`config.mk`:
```
export PLATFORM = sky130hd
export DESIGN_NAME = pe_triplet_dispatcher
export DESIGN_NICKNAME = d
export VERILOG_FILES = /design/src/rtl/pe_pkg.sv /design/src/rtl/triplet_stage.sv /design/src/rtl/pe_triplet_dispatcher.sv
export SDC_FILE = /design/constraint.sdc
export NUM_CORES = 1
export LEC_CHECK = 0
export ABC_AREA = 1
export BUFFER_PORTS_ARGS = -buffer_cell sky130_fd_sc_hd__clkbuf_2
export CORE_ASPECT_RATIO = 0.75
export CORE_MARGIN = 1.5
export CORE_UTILIZATION = 45
export DETAILED_ROUTE_END_ITERATION = 16
export MAX_ROUTING_LAYER = met4
export PLACE_DENSITY = 0.76
export SETUP_SLACK_MARGIN = 0.3
export SYNTH_ARGS = -nofsm -noshare
export SYNTH_HDL_FRONTEND = slang
export SYNTH_SLANG_ARGS = --single-unit
```
`constraint.sdc`:
```
create_clock -name i_clk -period 5.41 [get_ports i_clk]
set_input_delay 0 -clock i_clk [delete_from_list [all_inputs] [get_ports i_clk]]
set_output_delay 0 -clock i_clk [all_outputs]
set_load 0.02 [all_outputs]
```
`src/rtl/pe_pkg.sv`:
```
// Shared types and constants for the PE triplet dispatcher.
// Optional build macro PE_DISPATCH_SKIP_ZERO_EN is consumed by pe_triplet_dispatcher.
package pe_pkg;

  localparam int ADDR_BITS = 7;
  localparam int DATA_BITS = 16;
  localparam int GROUP     = 3;

  // Highest slot index of a group; filling it closes the group.
  localparam logic [1:0] LAST_SLOT = 2'(GROUP - 1);

  // Coordinate triple: [0]=x, [1]=y, [2]=z.
  typedef logic [2:0][ADDR_BITS-1:0] coord_t;
  typedef logic signed [DATA_BITS-1:0] data_t;

  typedef enum logic [1:0] {
    FILL  = 2'd0,
    ISSUE = 2'd1,
    WAIT  = 2'd2,
    DONE  = 2'd3
  } disp_state_t;

endpackage

```
`src/rtl/triplet_stage.sv`:
```
// Three-slot register file holding the group presented to the reducer.
// Supports a write at one index and, in the same cycle, padding of every
// slot above a given index with that slot's address and zero data.
module triplet_stage
  import pe_pkg::*;
(
  input  logic                  clk,
  input  logic                  rst,
  input  logic                  wr_en,
  input  logic [1:0]            wr_idx,
  input  coord_t                wr_addr,
  input  data_t                 wr_w,
  input  data_t                 wr_ia,
  input  logic                  pad_en,
  input  logic [1:0]            pad_from,
  output coord_t [GROUP-1:0]    slot_addr,
  output data_t  [GROUP-1:0]    slot_w,
  output data_t  [GROUP-1:0]    slot_ia
);

  coord_t pad_addr;

  // Pad address comes from the entry being written this cycle when it lands
  // on the pad source slot, otherwise from the already stored slot.
  always_comb begin
    pad_addr = slot_addr[pad_from];
    if (wr_en && (wr_idx == pad_from)) begin
      pad_addr = wr_addr;
    end
  end

  // Slot storage: write-at-index has priority, padding fills slots above pad_from.
  always_ff @(posedge clk) begin
    if (rst) begin
      slot_addr <= '0;
      slot_w    <= '0;
      slot_ia   <= '0;
    end else begin
      for (int i = 0; i < GROUP; i++) begin
        if (wr_en && (wr_idx == 2'(i))) begin
          slot_addr[i] <= wr_addr;
          slot_w[i]    <= wr_w;
          slot_ia[i]   <= wr_ia;
        end else if (pad_en && (2'(i) > pad_from)) begin
          slot_addr[i] <= pad_addr;
          slot_w[i]    <= '0;
          slot_ia[i]   <= '0;
        end
      end
    end
  end

endmodule

```
`src/rtl/pe_triplet_dispatcher.sv`:
```
// Initiator side of the PE reducer handshake: packs a stream of sparse
// entries into groups of three, issues each with a one-cycle o_start and
// holds it until i_finish. Short tail groups are padded with zero-data
// copies of the last real address so the padding contributes nothing.
// Optional macro PE_DISPATCH_SKIP_ZERO_EN: entries with a zero weight or
// activation are consumed but never stored.
module pe_triplet_dispatcher
  import pe_pkg::*;
(
  input  logic                 i_clk,
  input  logic                 i_rst,
  input  logic                 i_valid,
  output logic                 o_ready,
  input  coord_t               i_addr,
  input  data_t                i_w,
  input  data_t                i_ia,
  input  logic                 i_last,
  output logic                 o_start,
  output coord_t [GROUP-1:0]   o_addr,
  output data_t  [GROUP-1:0]   o_w,
  output data_t  [GROUP-1:0]   o_ia,
  input  logic                 i_finish,
  output logic                 o_busy,
  output logic                 o_done
);

  disp_state_t state;
  logic [1:0]  cnt;
  logic        last_seen;
  logic        issued_any;
  logic        busy_r;

  logic        accept;
  logic        skip;
  logic        wr_en;
  logic        pad_en;
  logic [1:0]  pad_from;

`ifdef PE_DISPATCH_SKIP_ZERO_EN
  assign skip = (i_w == '0) || (i_ia == '0);
`else
  assign skip = 1'b0;
`endif

  assign accept = i_valid && o_ready;
  assign wr_en  = accept && !skip;
  // A skipped last entry pads from the previous real slot; with nothing
  // stored there is no group to pad.
  assign pad_en   = accept && i_last && (!skip || (cnt != 2'd0));
  assign pad_from = skip ? (cnt - 2'd1) : cnt;

  // Busy covers the whole stream, including the gaps between groups.
  assign o_busy = busy_r || issued_any;

  triplet_stage u_stage (
    .clk       (i_clk),
    .rst       (i_rst),
    .wr_en     (wr_en),
    .wr_idx    (cnt),
    .wr_addr   (i_addr),
    .wr_w      (i_w),
    .wr_ia     (i_ia),
    .pad_en    (pad_en),
    .pad_from  (pad_from),
    .slot_addr (o_addr),
    .slot_w    (o_w),
    .slot_ia   (o_ia)
  );

  // Dispatcher FSM with registered handshake outputs.
  always_ff @(posedge i_clk) begin
    if (i_rst) begin
      state      <= FILL;
      cnt        <= 2'd0;
      last_seen  <= 1'b0;
      issued_any <= 1'b0;
      busy_r     <= 1'b0;
      o_start    <= 1'b0;
      o_done     <= 1'b0;
      o_ready    <= 1'b0;
    end else begin
      o_start <= 1'b0;
      o_done  <= 1'b0;
      case (state)
        FILL: begin
          o_ready <= 1'b1;
          if (accept) begin
            busy_r <= 1'b1;
            if (i_last && !wr_en && (cnt == 2'd0)) begin
              // Stream ended on a skipped entry with no pending group.
              state      <= DONE;
              o_done     <= 1'b1;
              o_ready    <= 1'b0;
              busy_r     <= 1'b0;
              issued_any <= 1'b0;
            end else if (i_last || (wr_en && (cnt == LAST_SLOT))) begin
              state      <= ISSUE;
              o_start    <= 1'b1;
              o_ready    <= 1'b0;
              issued_any <= 1'b1;
              last_seen  <= i_last;
            end else if (wr_en) begin
              cnt <= cnt + 2'd1;
            end
          end
        end
        ISSUE: begin
          // i_finish coincident with o_start is deliberately not looked at.
          state <= WAIT;
        end
        WAIT: begin
          if (i_finish) begin
            cnt <= 2'd0;
            if (last_seen) begin
              state      <= DONE;
              o_done     <= 1'b1;
              busy_r     <= 1'b0;
              issued_any <= 1'b0;
            end else begin
              state   <= FILL;
              o_ready <= 1'b1;
            end
          end
        end
        DONE: begin
          last_seen  <= 1'b0;
          issued_any <= 1'b0;
          busy_r     <= 1'b0;
          state      <= FILL;
          o_ready    <= 1'b1;
        end
        default: begin
          state <= FILL;
        end
      endcase
    end
  end

endmodule
```
==> run_results.csv <==
group,metric,value,unit
status,outcome,"finished clean",
pwr,switching_share,32.1,%
synthesis,synth_cell_types,24,
sta,rsz0062_at_grt,"no",
critical_path,required,5.77,ns
die,initial_utilization,46.7,%
placed_design,gp_congestion,0.831,
placed_design,dp_worst_setup_slack,2.03,ns
pwr,p_switching,1.02,mW
route,ant_nets,0,
route,via_per_inst,5.38,
pwr,irDropWorstVdd,0.221,mV
synthesis,ys_async_sr_fraction,0,%
critical_path,criticalPathCategory,"flop to flop",
cts,clk_latency,0.42,ns
sta,fin_skew,0.0107,ns
sta,tightest_slew,1.10,ns
pwr,total_leakage_power,4.05,nW
global_routing,grt-ovfl-total,0,
route,drt_iter0_markers,627,
sta,period_needed,3.46,ns
run,drv_cap,0,
sta,maxSlewHeadroom,26.6,%
die,core_region_area,14700,sq um
finish,most-common-layout-cells,"clkbuf_2 (219), nand3_1 (178), dfxtp_1 (169), a21oi_1 (117), nand2_1 (87)",
die,die-height,110,um
global_routing,grt_pass1_wl,33700,um
finish,drive_gt1_share,23.8,%
die,dieWidth,146,um
critical_path,cp_max_fo,42,
synthesis,syn_nets,972,
synthesis,synth_edf_count,0,
pwr,comb_power_share,19.4,%
route,firstDrtPassIters,5,
finish,num_antenna_cells,0,
sta,period_share,63.9,%
synthesis,ys.flop_type,"dfxtp_1",
sta,finalMaxSlewViolations,0,
cts,htree_num_levels,4,
placed_design,place_area,7920,sq um
pwr,pwr-share-seq,43.8,%
route,drt_wl_total,21800,um
pwr,clockPowerShare,36.7,%
die,dieArea,16000,sq um
finish,layout_commonest_cell,"clkbuf_2",
cts,clk_path_buf_depth,2,
finish,final_cell_area,9040,sq um
synthesis,ys_ff_latch,169,
critical_path,cp.arrival,3.82,ns
pwr,power.density,350,nW/um^2
finish,final_util,61.5,%
synthesis,synth-warning-count,0,
placed_design,numPortBuffers,220,
pwr,power.internal,2.15,mW
synthesis,syn_area,6860,sq um
global_routing,antenna_found_initial,0,
sta,finalHoldViolations,0,
route,route.detailed.drc,0,
critical_path,endpoint_kind,"flop",
cts,cts_tree,"done",
route,vias,7255,
critical_path,startpoint_type,"flop",
synthesis,ys_seq_area_share,49.3,%
finish,nFillCells,1327,
finish,nets,1198,
die,row_count,38,
global_routing,grt_pass1_vias,6463,
sta,fmaxAchievable,289,MHz
die,floorplan.io_pins,221,
cts,post_cts_resize_count,0,
hold_path,worstHoldPathType,"input pin to flop",
global_routing,track_usage,27.2,%
global_routing,grt_start_max_net_pins,86,
synthesis,syn_inst,910,
synthesis,synth_area_per_cell,7.54,sq um
cts,clock_sinks,169,
sta,worst_slack,1.95,ns
sta,finalSetupViolations,0,
sta,tns,0,ns
cts,cts_buffers,17,
cts,clk_pin_slew,0.06,ns
placed_design,dp_hpwl,13100,um
finish,area_delta_synth_final,31.6,%
route,routedWlPerCell,16.2,um
cts,clock_tree.root_cell,"clkbuf_16",
worst max-delay path, stage by stage (launching register included):
cell and delay, ns:
dfxtp_1 0.33, inv_1 0.71, ha_1 0.28, buf_4 0.36
nand2_2 0.51, nand2_2 0.81, o21ai_0 0.16, inv_1 0.11
nand2_1 0.05, inv_1 0.05
cell families (layout without fill, tap and decap cells):
kind of cell	count (synthesis)	after routing	share of synthesized area [%]
adders and majority gates	4	4	0.729
buffers and inverters	137	376	8.46
AOI/OAI and AO/OA	239	239	17.9
and+or+nand+nor	361	361	23.6
DFF	169	169	49.3
worst paths after layout:
check / from / slack (ns) / depth (start not counted) / end
worst max-delay path: cnt[1] / 1.95 / 9 / u_stage.slot_addr[40]
worst min-delay path: i_rst / 0.29 / 3 / cnt[0]
worst max register to register: cnt[1] / 1.95 / 9 / u_stage.slot_addr[40]
worst min register to register: issued_any / 0.46 / 2 / issued_any
area by class of cell:
type	count	area (sq um)	area share (%)
Clock buffer	19	453	5.01
Timing Repair Buffer	283	1710	18.9
Multi-Input combinational cell	604	2900	32.1
Sequential cell	169	3380	37.4
Inverter	61	229	2.53
Tap cell	200	250	2.77
Clock inverter	13	109	1.20
flip-flops by register name, indices dropped and copies added, names as in the netlist, 2 cells and up:
signal / count
state: 2
u_stage.slot_w: 48
cnt: 2
u_stage.slot_ia: 48
u_stage.slot_addr: 63
cell usage after synthesis, types with 7 or more instances:
cell,instances,area share [%]
nand3_1,178,13
o21ai_1,46,3.4
a21oi_1,117,8.5
a211oi_1,13,1.4
nor2_1,84,4.6
o21ai_0,62,4.5
clkbuf_1,38,2.1
buf_2,23,1.7
nand2_1,87,4.8
inv_1,58,3.2
buf_1,7,0.38
dfxtp_1,169,49
metal layers:
layer / vias to the layer above / GRT usage (%) / part of all wire (%)
met5: - / - / 0
met4: 0 / 8.16 / 1.1
met3: 23 / 4.48 / 7.2
met2: 349 / 41.6 / 45
met1: 3354 / 37.2 / 46
li1: 3529 / - / -
power groups by stage:
stage	Clock [mW]	Sequential [mW]	Combinational [mW]
after floorplan	0	1.50	0.299
after global placement	0	1.41	0.566
after detailed placement	0	1.41	0.575
after CTS	1.18	1.38	0.609
after global routing	1.23	1.40	0.671
final	1.16	1.39	0.614
stage by stage:
step / hold WS, ns / total power [mW] / std cells
detailed placement: 0.273 / 1.99 / 1262
floorplan: 0.135 / 1.80 / 910
CTS: 0.291 / 3.17 / 1349
global placement: 0.267 / 1.98 / 1262
global route: 0.362 / 3.30 / 1349
finish: 0.291 / 3.16 / 1349
timing repair:
action | 4_1_cts | 5_1_grt
buffers inserted | 0 | 0
hold endpoints to repair | 161 | 0
hold buffers | 55 | 0
No activity file was read; power rests on OpenSTA's default activity.
